File: config.mk
export PLATFORM = sky130hd
export DESIGN_NAME = alien_fleet_flat
export DESIGN_NICKNAME = d
export VERILOG_FILES = /design/src/rtl/alien_fleet_pkg.sv /design/src/rtl/alien_fleet_if.sv /design/src/rtl/alien_fleet_sprite_pixel_scan.sv /design/src/rtl/alien_fleet.sv /design/src/flat_wrapper.sv
export SDC_FILE = /design/constraint.sdc
export NUM_CORES = 1
export LEC_CHECK = 0
export CORE_ASPECT_RATIO = 0.75
export CORE_MARGIN = 2
export CORE_UTILIZATION = 28
export DETAILED_ROUTE_END_ITERATION = 10
export PLACE_DENSITY = 0.49
export SLEW_MARGIN = 20
export SYNTH_ARGS = -nofsm -noshare
export SYNTH_HDL_FRONTEND = slang
export SYNTH_SLANG_ARGS = --single-unit
File: constraint.sdc
create_clock -name clk -period 4.13 [get_ports clk]
set_input_delay 0.826 -clock clk [delete_from_list [all_inputs] [get_ports clk]]
set_output_delay 0.826 -clock clk [all_outputs]
set_load 0.01 [all_outputs]
File: src/rtl/alien_fleet_pkg.sv
// Shared constants and state encoding for the alien fleet block and its
// sprite scan helper.
package alien_fleet_pkg;
  localparam int X_W = 9;
  localparam int Y_W = 8;
  localparam int SCREEN_W = 320;
  localparam int SCREEN_H = 240;
  localparam logic [2:0] COLOUR_BLACK = 3'b000;
  localparam logic [2:0] DRAW_COLOUR = 3'b101;

  typedef enum logic [1:0] {
    IDLE,
    DRAW,
    ERASE,
    DONE
  } fleet_state_t;
endpackage

File: src/rtl/alien_fleet_if.sv
// Game-control / VGA facing signal bundle of the alien fleet.
interface alien_fleet_if
  import alien_fleet_pkg::*;
#(
  parameter int NUM_ALIENS = 4
) ();
  logic                  move;
  logic                  draw_req;
  logic                  erase_req;
  logic                  bullet_valid;
  logic [X_W-1:0]        bullet_x;
  logic [Y_W-1:0]        bullet_y;
  logic [X_W-1:0]        x;
  logic [Y_W-1:0]        y;
  logic [2:0]            colour;
  logic                  plot;
  logic                  busy;
  logic                  done;
  logic                  hit;
  logic [3:0]            hit_index;
  logic [NUM_ALIENS-1:0] alive;
  logic                  all_dead;
  logic                  reached_bottom;

  modport master (
    output move, draw_req, erase_req, bullet_valid, bullet_x, bullet_y,
    input  x, y, colour, plot, busy, done, hit, hit_index, alive, all_dead,
           reached_bottom
  );

  modport slave (
    input  move, draw_req, erase_req, bullet_valid, bullet_x, bullet_y,
    output x, y, colour, plot, busy, done, hit, hit_index, alive, all_dead,
           reached_bottom
  );
endinterface

File: src/rtl/alien_fleet_sprite_pixel_scan.sv
// Row-major pixel walker over one SPRITE_W x SPRITE_H sprite; a start pulse
// reloads the origin, so back-to-back sprites need no idle cycle.
module sprite_pixel_scan
  import alien_fleet_pkg::*;
#(
  parameter int SPRITE_W = 10,
  parameter int SPRITE_H = 4
) (
  input  logic           clk,
  input  logic           reset,
  input  logic           start,
  input  logic [X_W-1:0] origin_x,
  input  logic [Y_W-1:0] origin_y,
  output logic [X_W-1:0] x,
  output logic [Y_W-1:0] y,
  output logic           valid,
  output logic           last
);
  localparam int CW = $clog2(SPRITE_W + 1);
  localparam int RW = $clog2(SPRITE_H + 1);

  logic [CW-1:0]  col;
  logic [RW-1:0]  row;
  logic [X_W-1:0] base_x;

  assign last = valid && (col == CW'(SPRITE_W - 1)) && (row == RW'(SPRITE_H - 1));

  always_ff @(posedge clk) begin
    if (!reset) begin
      x      <= '0;
      y      <= '0;
      valid  <= 1'b0;
      col    <= '0;
      row    <= '0;
      base_x <= '0;
    end else if (start) begin
      x      <= origin_x;
      y      <= origin_y;
      base_x <= origin_x;
      col    <= '0;
      row    <= '0;
      valid  <= 1'b1;
    end else if (valid) begin
      if (last) begin
        valid <= 1'b0;
      end else if (col == CW'(SPRITE_W - 1)) begin
        col <= '0;
        row <= row + RW'(1);
        x   <= base_x;
        y   <= y + Y_W'(1);
      end else begin
        col <= col + CW'(1);
        x   <= x + X_W'(1);
      end
    end
  end
endmodule

File: src/rtl/alien_fleet.sv
// Marching row of aliens: edge-bounce movement, bullet collision and
// per-alien draw/erase passes streamed through one pixel port.
//   state | meaning
//   IDLE  | accepts move, bullets, draw/erase requests
//   DRAW  | scanning aliens, plotting live ones in DRAW_COLOUR
//   ERASE | scanning aliens, blanking live or dying ones
//   DONE  | one-cycle done pulse, back to IDLE
module alien_fleet
  import alien_fleet_pkg::*;
#(
  parameter int         NUM_ALIENS  = 4,
  parameter int         SPRITE_W    = 10,
  parameter int         SPRITE_H    = 4,
  parameter int         SPACING     = 16,
  parameter int         SCREEN_W    = alien_fleet_pkg::SCREEN_W,
  parameter int         SCREEN_H    = alien_fleet_pkg::SCREEN_H,
  parameter int         STEP_Y      = 1,
  parameter logic [2:0] DRAW_COLOUR = alien_fleet_pkg::DRAW_COLOUR
) (
  input logic        clk,
  input logic        reset,
  alien_fleet_if.slave bus
);
  localparam int XW1 = X_W + 1;
  localparam int YW1 = Y_W + 1;
  localparam int SPAN = (NUM_ALIENS - 1) * SPACING + SPRITE_W - 1;
  localparam int Y_MAX = SCREEN_H - SPRITE_H;
  localparam logic [3:0] LAST_IDX = 4'(NUM_ALIENS - 1);

  fleet_state_t          state, state_nx;
  logic [X_W-1:0]        fleet_x, fleet_x_nx;
  logic [Y_W-1:0]        fleet_y, fleet_y_nx;
  logic                  dir_right, dir_nx;
  logic [NUM_ALIENS-1:0] alive, dying, hit_mask;
  logic [3:0]            idx, idx_nx, scan_sel, hit_sel, hit_index_r;
  logic                  scan_start, scan_valid, scan_last, pass_end;
  logic                  hit_found, hit_r, busy_r, done_r;
  logic [2:0]            colour_r;
  logic [X_W-1:0]        scan_x, scan_ox;
  logic [Y_W-1:0]        scan_y;
  logic [15:0]           elig_draw, elig_erase;
  logic [XW1-1:0]        right_edge, ox, bx;
  logic [YW1-1:0]        y_step, by, fy;

  assign elig_draw  = 16'(alive);
  assign elig_erase = 16'(alive | dying);
  assign scan_ox    = fleet_x + X_W'(int'(scan_sel) * SPACING);

  sprite_pixel_scan #(
    .SPRITE_W (SPRITE_W),
    .SPRITE_H (SPRITE_H)
  ) u_scan (
    .clk      (clk),
    .reset    (reset),
    .start    (scan_start),
    .origin_x (scan_ox),
    .origin_y (fleet_y),
    .x        (scan_x),
    .y        (scan_y),
    .valid    (scan_valid),
    .last     (scan_last)
  );

  always_ff @(posedge clk) begin
    if (!reset) state <= IDLE;
    else        state <= state_nx;
  end

  // An alien slot ends on its last pixel, or after one blank cycle if skipped.
  always_comb begin
    state_nx   = state;
    idx_nx     = idx;
    scan_sel   = idx;
    scan_start = 1'b0;
    pass_end   = 1'b0;
    case (state)
      IDLE: begin
        if (bus.erase_req) begin
          state_nx   = ERASE;
          idx_nx     = '0;
          scan_sel   = '0;
          scan_start = elig_erase[0];
        end else if (bus.draw_req) begin
          state_nx   = DRAW;
          idx_nx     = '0;
          scan_sel   = '0;
          scan_start = elig_draw[0];
        end
      end
      DRAW, ERASE: begin
        if (scan_last || !scan_valid) begin
          if (idx == LAST_IDX) begin
            state_nx = DONE;
            pass_end = 1'b1;
          end else begin
            idx_nx     = idx + 4'd1;
            scan_sel   = idx + 4'd1;
            scan_start = (state == ERASE) ? elig_erase[scan_sel] : elig_draw[scan_sel];
          end
        end
      end
      DONE:    state_nx = IDLE;
      default: state_nx = IDLE;
    endcase
  end

  always_comb begin
    right_edge = {1'b0, fleet_x} + XW1'(SPAN);
    y_step     = {1'b0, fleet_y} + YW1'(STEP_Y);
    fleet_x_nx = fleet_x;
    fleet_y_nx = fleet_y;
    dir_nx     = dir_right;
    if ((dir_right && right_edge == XW1'(SCREEN_W - 1)) || (!dir_right && fleet_x == '0)) begin
      fleet_y_nx = (y_step > YW1'(Y_MAX)) ? Y_W'(Y_MAX) : y_step[Y_W-1:0];
      dir_nx     = !dir_right;
    end else if (dir_right) begin
      fleet_x_nx = fleet_x + X_W'(1);
    end else begin
      fleet_x_nx = fleet_x - X_W'(1);
    end
  end

  // Descending scan so the lowest matching index is the one left standing.
  always_comb begin
    hit_found = 1'b0;
    hit_sel   = '0;
    hit_mask  = '0;
    ox        = '0;
    bx        = {1'b0, bus.bullet_x};
    by        = {1'b0, bus.bullet_y};
    fy        = {1'b0, fleet_y};
    if (state == IDLE && bus.bullet_valid) begin
      for (int i = NUM_ALIENS - 1; i >= 0; i--) begin
        ox = {1'b0, fleet_x} + XW1'(i * SPACING);
        if (alive[i] && bx >= ox && bx <= ox + XW1'(SPRITE_W - 1) &&
            by >= fy && by <= fy + YW1'(SPRITE_H - 1)) begin
          hit_found   = 1'b1;
          hit_sel     = 4'(i);
          hit_mask    = '0;
          hit_mask[i] = 1'b1;
        end
      end
    end
  end

  always_ff @(posedge clk) begin
    if (!reset) begin
      fleet_x     <= '0;
      fleet_y     <= '0;
      dir_right   <= 1'b1;
      alive       <= '1;
      dying       <= '0;
      idx         <= '0;
      hit_r       <= 1'b0;
      hit_index_r <= '0;
      colour_r    <= COLOUR_BLACK;
      busy_r      <= 1'b0;
      done_r      <= 1'b0;
    end else begin
      idx    <= idx_nx;
      hit_r  <= hit_found;
      busy_r <= (state_nx == DRAW) || (state_nx == ERASE);
      done_r <= (state_nx == DONE);
      if (state == IDLE && bus.move) begin
        fleet_x   <= fleet_x_nx;
        fleet_y   <= fleet_y_nx;
        dir_right <= dir_nx;
      end
      if (hit_found) begin
        hit_index_r <= hit_sel;
        alive       <= alive & ~hit_mask;
      end
      if (pass_end && state == ERASE) dying <= '0;
      else                            dying <= dying | hit_mask;
      if (state == IDLE && (bus.erase_req || bus.draw_req))
        colour_r <= bus.erase_req ? COLOUR_BLACK : DRAW_COLOUR;
    end
  end

  assign bus.x              = scan_x;
  assign bus.y              = scan_y;
  assign bus.plot           = scan_valid;
  assign bus.colour         = colour_r;
  assign bus.busy           = busy_r;
  assign bus.done           = done_r;
  assign bus.hit            = hit_r;
  assign bus.hit_index      = hit_index_r;
  assign bus.alive          = alive;
  assign bus.all_dead       = (alive == '0);
  assign bus.reached_bottom = ({1'b0, fleet_y} + YW1'(SPRITE_H)) >= YW1'(SCREEN_H);
endmodule

File: src/flat_wrapper.sv
// flat-port wrapper written by rule: the top's interface ports become plain ports
module alien_fleet_flat import alien_fleet_pkg::*;
#(
  parameter int         NUM_ALIENS  = 4,
  parameter int         SPRITE_W    = 10,
  parameter int         SPRITE_H    = 4,
  parameter int         SPACING     = 16,
  parameter int         SCREEN_W    = alien_fleet_pkg::SCREEN_W,
  parameter int         SCREEN_H    = alien_fleet_pkg::SCREEN_H,
  parameter int         STEP_Y      = 1,
  parameter logic [2:0] DRAW_COLOUR = alien_fleet_pkg::DRAW_COLOUR
)
  (clk, reset, bus_move, bus_draw_req, bus_erase_req, bus_bullet_valid, bus_bullet_x, bus_bullet_y, bus_x, bus_y, bus_colour, bus_plot, bus_busy, bus_done, bus_hit, bus_hit_index, bus_alive, bus_all_dead, bus_reached_bottom);
  alien_fleet_if #(.NUM_ALIENS(NUM_ALIENS)) bus_i ();
  input logic clk;
  input logic reset;
  input wire logic [$bits(bus_i.move)-1:0] bus_move;
  input wire logic [$bits(bus_i.draw_req)-1:0] bus_draw_req;
  input wire logic [$bits(bus_i.erase_req)-1:0] bus_erase_req;
  input wire logic [$bits(bus_i.bullet_valid)-1:0] bus_bullet_valid;
  input wire logic [$bits(bus_i.bullet_x)-1:0] bus_bullet_x;
  input wire logic [$bits(bus_i.bullet_y)-1:0] bus_bullet_y;
  output wire logic [$bits(bus_i.x)-1:0] bus_x;
  output wire logic [$bits(bus_i.y)-1:0] bus_y;
  output wire logic [$bits(bus_i.colour)-1:0] bus_colour;
  output wire logic [$bits(bus_i.plot)-1:0] bus_plot;
  output wire logic [$bits(bus_i.busy)-1:0] bus_busy;
  output wire logic [$bits(bus_i.done)-1:0] bus_done;
  output wire logic [$bits(bus_i.hit)-1:0] bus_hit;
  output wire logic [$bits(bus_i.hit_index)-1:0] bus_hit_index;
  output wire logic [$bits(bus_i.alive)-1:0] bus_alive;
  output wire logic [$bits(bus_i.all_dead)-1:0] bus_all_dead;
  output wire logic [$bits(bus_i.reached_bottom)-1:0] bus_reached_bottom;
  assign bus_i.move = bus_move;
  assign bus_i.draw_req = bus_draw_req;
  assign bus_i.erase_req = bus_erase_req;
  assign bus_i.bullet_valid = bus_bullet_valid;
  assign bus_i.bullet_x = bus_bullet_x;
  assign bus_i.bullet_y = bus_bullet_y;
  assign bus_x = bus_i.x;
  assign bus_y = bus_i.y;
  assign bus_colour = bus_i.colour;
  assign bus_plot = bus_i.plot;
  assign bus_busy = bus_i.busy;
  assign bus_done = bus_i.done;
  assign bus_hit = bus_i.hit;
  assign bus_hit_index = bus_i.hit_index;
  assign bus_alive = bus_i.alive;
  assign bus_all_dead = bus_i.all_dead;
  assign bus_reached_bottom = bus_i.reached_bottom;
  alien_fleet #(.NUM_ALIENS(NUM_ALIENS), .SPRITE_W(SPRITE_W), .SPRITE_H(SPRITE_H), .SPACING(SPACING), .SCREEN_W(SCREEN_W), .SCREEN_H(SCREEN_H), .STEP_Y(STEP_Y), .DRAW_COLOUR(DRAW_COLOUR)) u_core (.clk(clk), .reset(reset), .bus(bus_i));
endmodule
==> impl_metrics.tcl <==
set metrics [dict create \
    status "finished, final reports clean" \
    start_kind "register" \
    power.density_nw_per_um2 261.3 \
    synth_commonest_cells "94 x ha_1, 82 x nand2_1, 72 x dfxtp_1" \
    numCtsBuffers 9 \
    gp_congestion 0.8237 \
    cpPeakStageDelay_ns 0.58 \
    initial_utilization_pct 28.51 \
    cts_tree "built" \
    vias 5514 \
    crit_chain "and3_4 -> nor2_1 -> nor2_1 -> nand2_1 -> xnor2_1 -> ha_1 -> nand3_1 -> or3b_2 -> a21oi_1 -> o21ai_0 -> o2111ai_1 -> a21boi_0 -> nand4_1 -> a21bo_2" \
    end_kind "register" \
    cts_setup_buffers 0 \
    clkTransAtPathRegs_ns 0.06 \
    path_max_fanout 9 \
    antenna_found_initial 0 \
    grt-ovfl-total 0 \
    cts_max_path_buffers 2 \
    numPlacedInstances 1114 \
    seq_area_frac_synth_pct 22.99 \
    grt_pass1_vias 5204 \
    synth_warnings 0 \
    synth_most_common_cell "ha_1" \
    min_period_over_period_pct 89.09 \
    routed_via_density 4.880 \
    leakagePower_nw 3.096 \
    portBuffers 53 \
    syn_inst 773 \
    syn_to_final_growth_pct 19.66 \
    place_area_um2 7213 \
    synth_flop_cell "dfxtp_1" \
    drv_cap 0 \
    htree_levels 3 \
    netlist.area_leader.share_pct 22.99 \
    timing.fmax_mhz 271.8 \
    routed_wire_length_per_instance_um 15.04 \
    crit_path_top_delay_cell "dfxtp_1" \
    synthTopCellsByArea "dfxtp_1 23%, ha_1 19%, xnor2_1 6.3%" \
    synth_edf_count 0 \
    synth_top_area_cell "dfxtp_1" \
    grt_max_degree 32 \
    wirelength_um 17000 \
    min_path_type "reg -> reg" \
    hold_viol_final 0 \
    grt_pass1_wl_um 28520 \
    die_y_um 133.6 \
    die-area_um2 23620 \
    fin_cells 1130 \
    antenna_cells 0 \
    crit_top_cell "nor2_1" \
    ant_nets 0 \
    dp_hpwl_um 13200 \
    skew_ns 0.005440 \
    io_pins 57 \
    fin_crit_ns 3.679 \
    fin_area_um2 7502 \
    tns_ns 0 \
    drtIter0Drc 365 \
    ys_types 69 \
    critPathKind "reg -> reg" \
    avgSynthCellArea_um2 8.111 \
    slew-limit-headroom_pct 60.86 \
    grt_setup_unrepaired "false" \
    grt_usage_pct 15.01 \
    drt_pass1_iterations 4 \
    die_w_um 176.8 \
    ctsHoldBuffers 0 \
    std_cell_rows 47 \
    synthArstFlopShare_pct 0 \
    final_nets 950 \
    drive_above_1_share_pct 6.699 \
    peakVddDrop_uv 184.5 \
    cp.arrival_ns 3.91 \
    cts_resized 0 \
    core_um2 21990 \
    slew_viol_final 0 \
    max_slew.worst_pin.slew_ns 0.5871 \
    clock_latency_ns 0.33 \
    drc 0 \
    finalSetupViolCount 0 \
    required_ns 4.36 \
    synth-seq-cells 72 \
    cts_sinks 72 \
    power_mw 1.960 \
    cts-root-buf "clkbuf_16" \
    synth_area_um2 6270 \
]
## layer usage
| metal | up-vias | track usage, % | share of wire [%] |
|---|---|---|---|
| met1 | 2532 | 23.79 | 56 |
| met4 | 0 | 2.479 | 0.61 |
| met2 | 99 | 20.94 | 39 |
| li1 | 2874 | - | - |
| met3 | 9 | 2.626 | 4.1 |
| met5 | - | 0 | 0 |
## cell families (layout without fill, tap and decap cells)
logic type	after synthesis	after routing	share of synthesized area [%]
muxes	21	21	3.552
adders and majority gates	96	96	19.40
DFF	72	72	22.99
xor gates and xnor gates	56	56	7.823
and+or+nand+nor	261	261	20.65
other	1	3	0.05981
buffers and inverters	80	141	5.308
AOI/OAI and AO/OA	186	186	20.22
## final timing paths
| check | startpoint | endpoint | slack [ns] | cells past startpoint |
|---|---|---|---|---|
| worst max-delay path | u_core.fleet_x[0] | u_core.bus.alive[3] | 0.45 | 14 |
| worst min-delay path | u_core.dying[2] | u_core.dying[2] | 0.45 | 2 |
| worst max register to register | u_core.fleet_x[0] | u_core.bus.alive[3] | 0.45 | 14 |
| worst min register to register | u_core.dying[2] | u_core.dying[2] | 0.45 | 2 |
## per-stage QoR
step	hold slack [ns]	setup WS [ns]	utilization [%]
floorplan	0.4252	0.9077	-
detailed placement	0.4397	0.5160	32.80
CTS	0.4466	0.4837	34.11
finish	0.4454	0.4508	34.11
global route	0.4676	0.08245	34.11
global placement	0.4408	0.5881	32.80
## critical path: cells and delay by family, from the launching register on
kind                     cells  cell delay, ns
adder cells (fa/ha/maj)      1            0.29
AO/OA/AOI/OAI                5            1.05
AND/OR/NAND/NOR              7            1.51
flip-flops                   1            0.58
XOR/XNOR                     1            0.14
## report_power, final
group | leakage (nW) | internal, mW | switching (mW) | total (mW)
Combinational | 2.37 | 0.196 | 0.216 | 0.413
Clock | 0.138 | 0.464 | 0.305 | 0.769
Sequential | 0.585 | 0.730 | 0.0481 | 0.778
Total | 3.10 | 1.39 | 0.569 | 1.96
## state kept, by name (all words and copies together) (netlist names), 2 cells and up
register              cells
u_core.bus.alive          4
u_core.bus.hit_index      2
u_core.dying              4
u_core.fleet_x            9
u_core.fleet_y            8
u_core.idx                4
u_core.state              2
u_core.u_scan.base_x      9
u_core.u_scan.col         4
u_core.u_scan.row         3
u_core.u_scan.x           9
u_core.u_scan.y           8
## layout by cell type, fill, tap and decap left out, types with 9 or more instances in the layout
cell type,Yosys,layout
ha_1,94,94
nand2_1,82,82
dfxtp_1,72,72
clkdlybuf4s50_1,0,52
nor2_1,46,46
xnor2_1,45,45
inv_1,44,44
o21ai_0,43,43
a21oi_1,41,41
nand3_1,27,27
buf_4,4,26
mux2i_1,20,20
nor2b_1,19,19
and3_1,14,14
o211a_1,13,13
a21boi_0,12,12
nor3_1,12,12
nand4_1,12,12
a21o_1,12,12
and2_1,12,12
xor2_1,11,11
a211oi_1,11,11
nand2b_1,9,9
clkbuf_16,0,9
## final cells by class
| type | count | area, um2 |
|---|---|---|
| clock buffers | 10 | 229.0 |
| fillers | 2303 | 14490 |
| flip-flops and latches | 72 | 1441 |
| repair buffers | 79 | 720.7 |
| well taps | 294 | 367.9 |
| inverters | 46 | 172.7 |
| multi-input cells | 623 | 4511 |
| clock inverters | 6 | 60.06 |
Note: power is estimated with default switching activity, not from simulation.
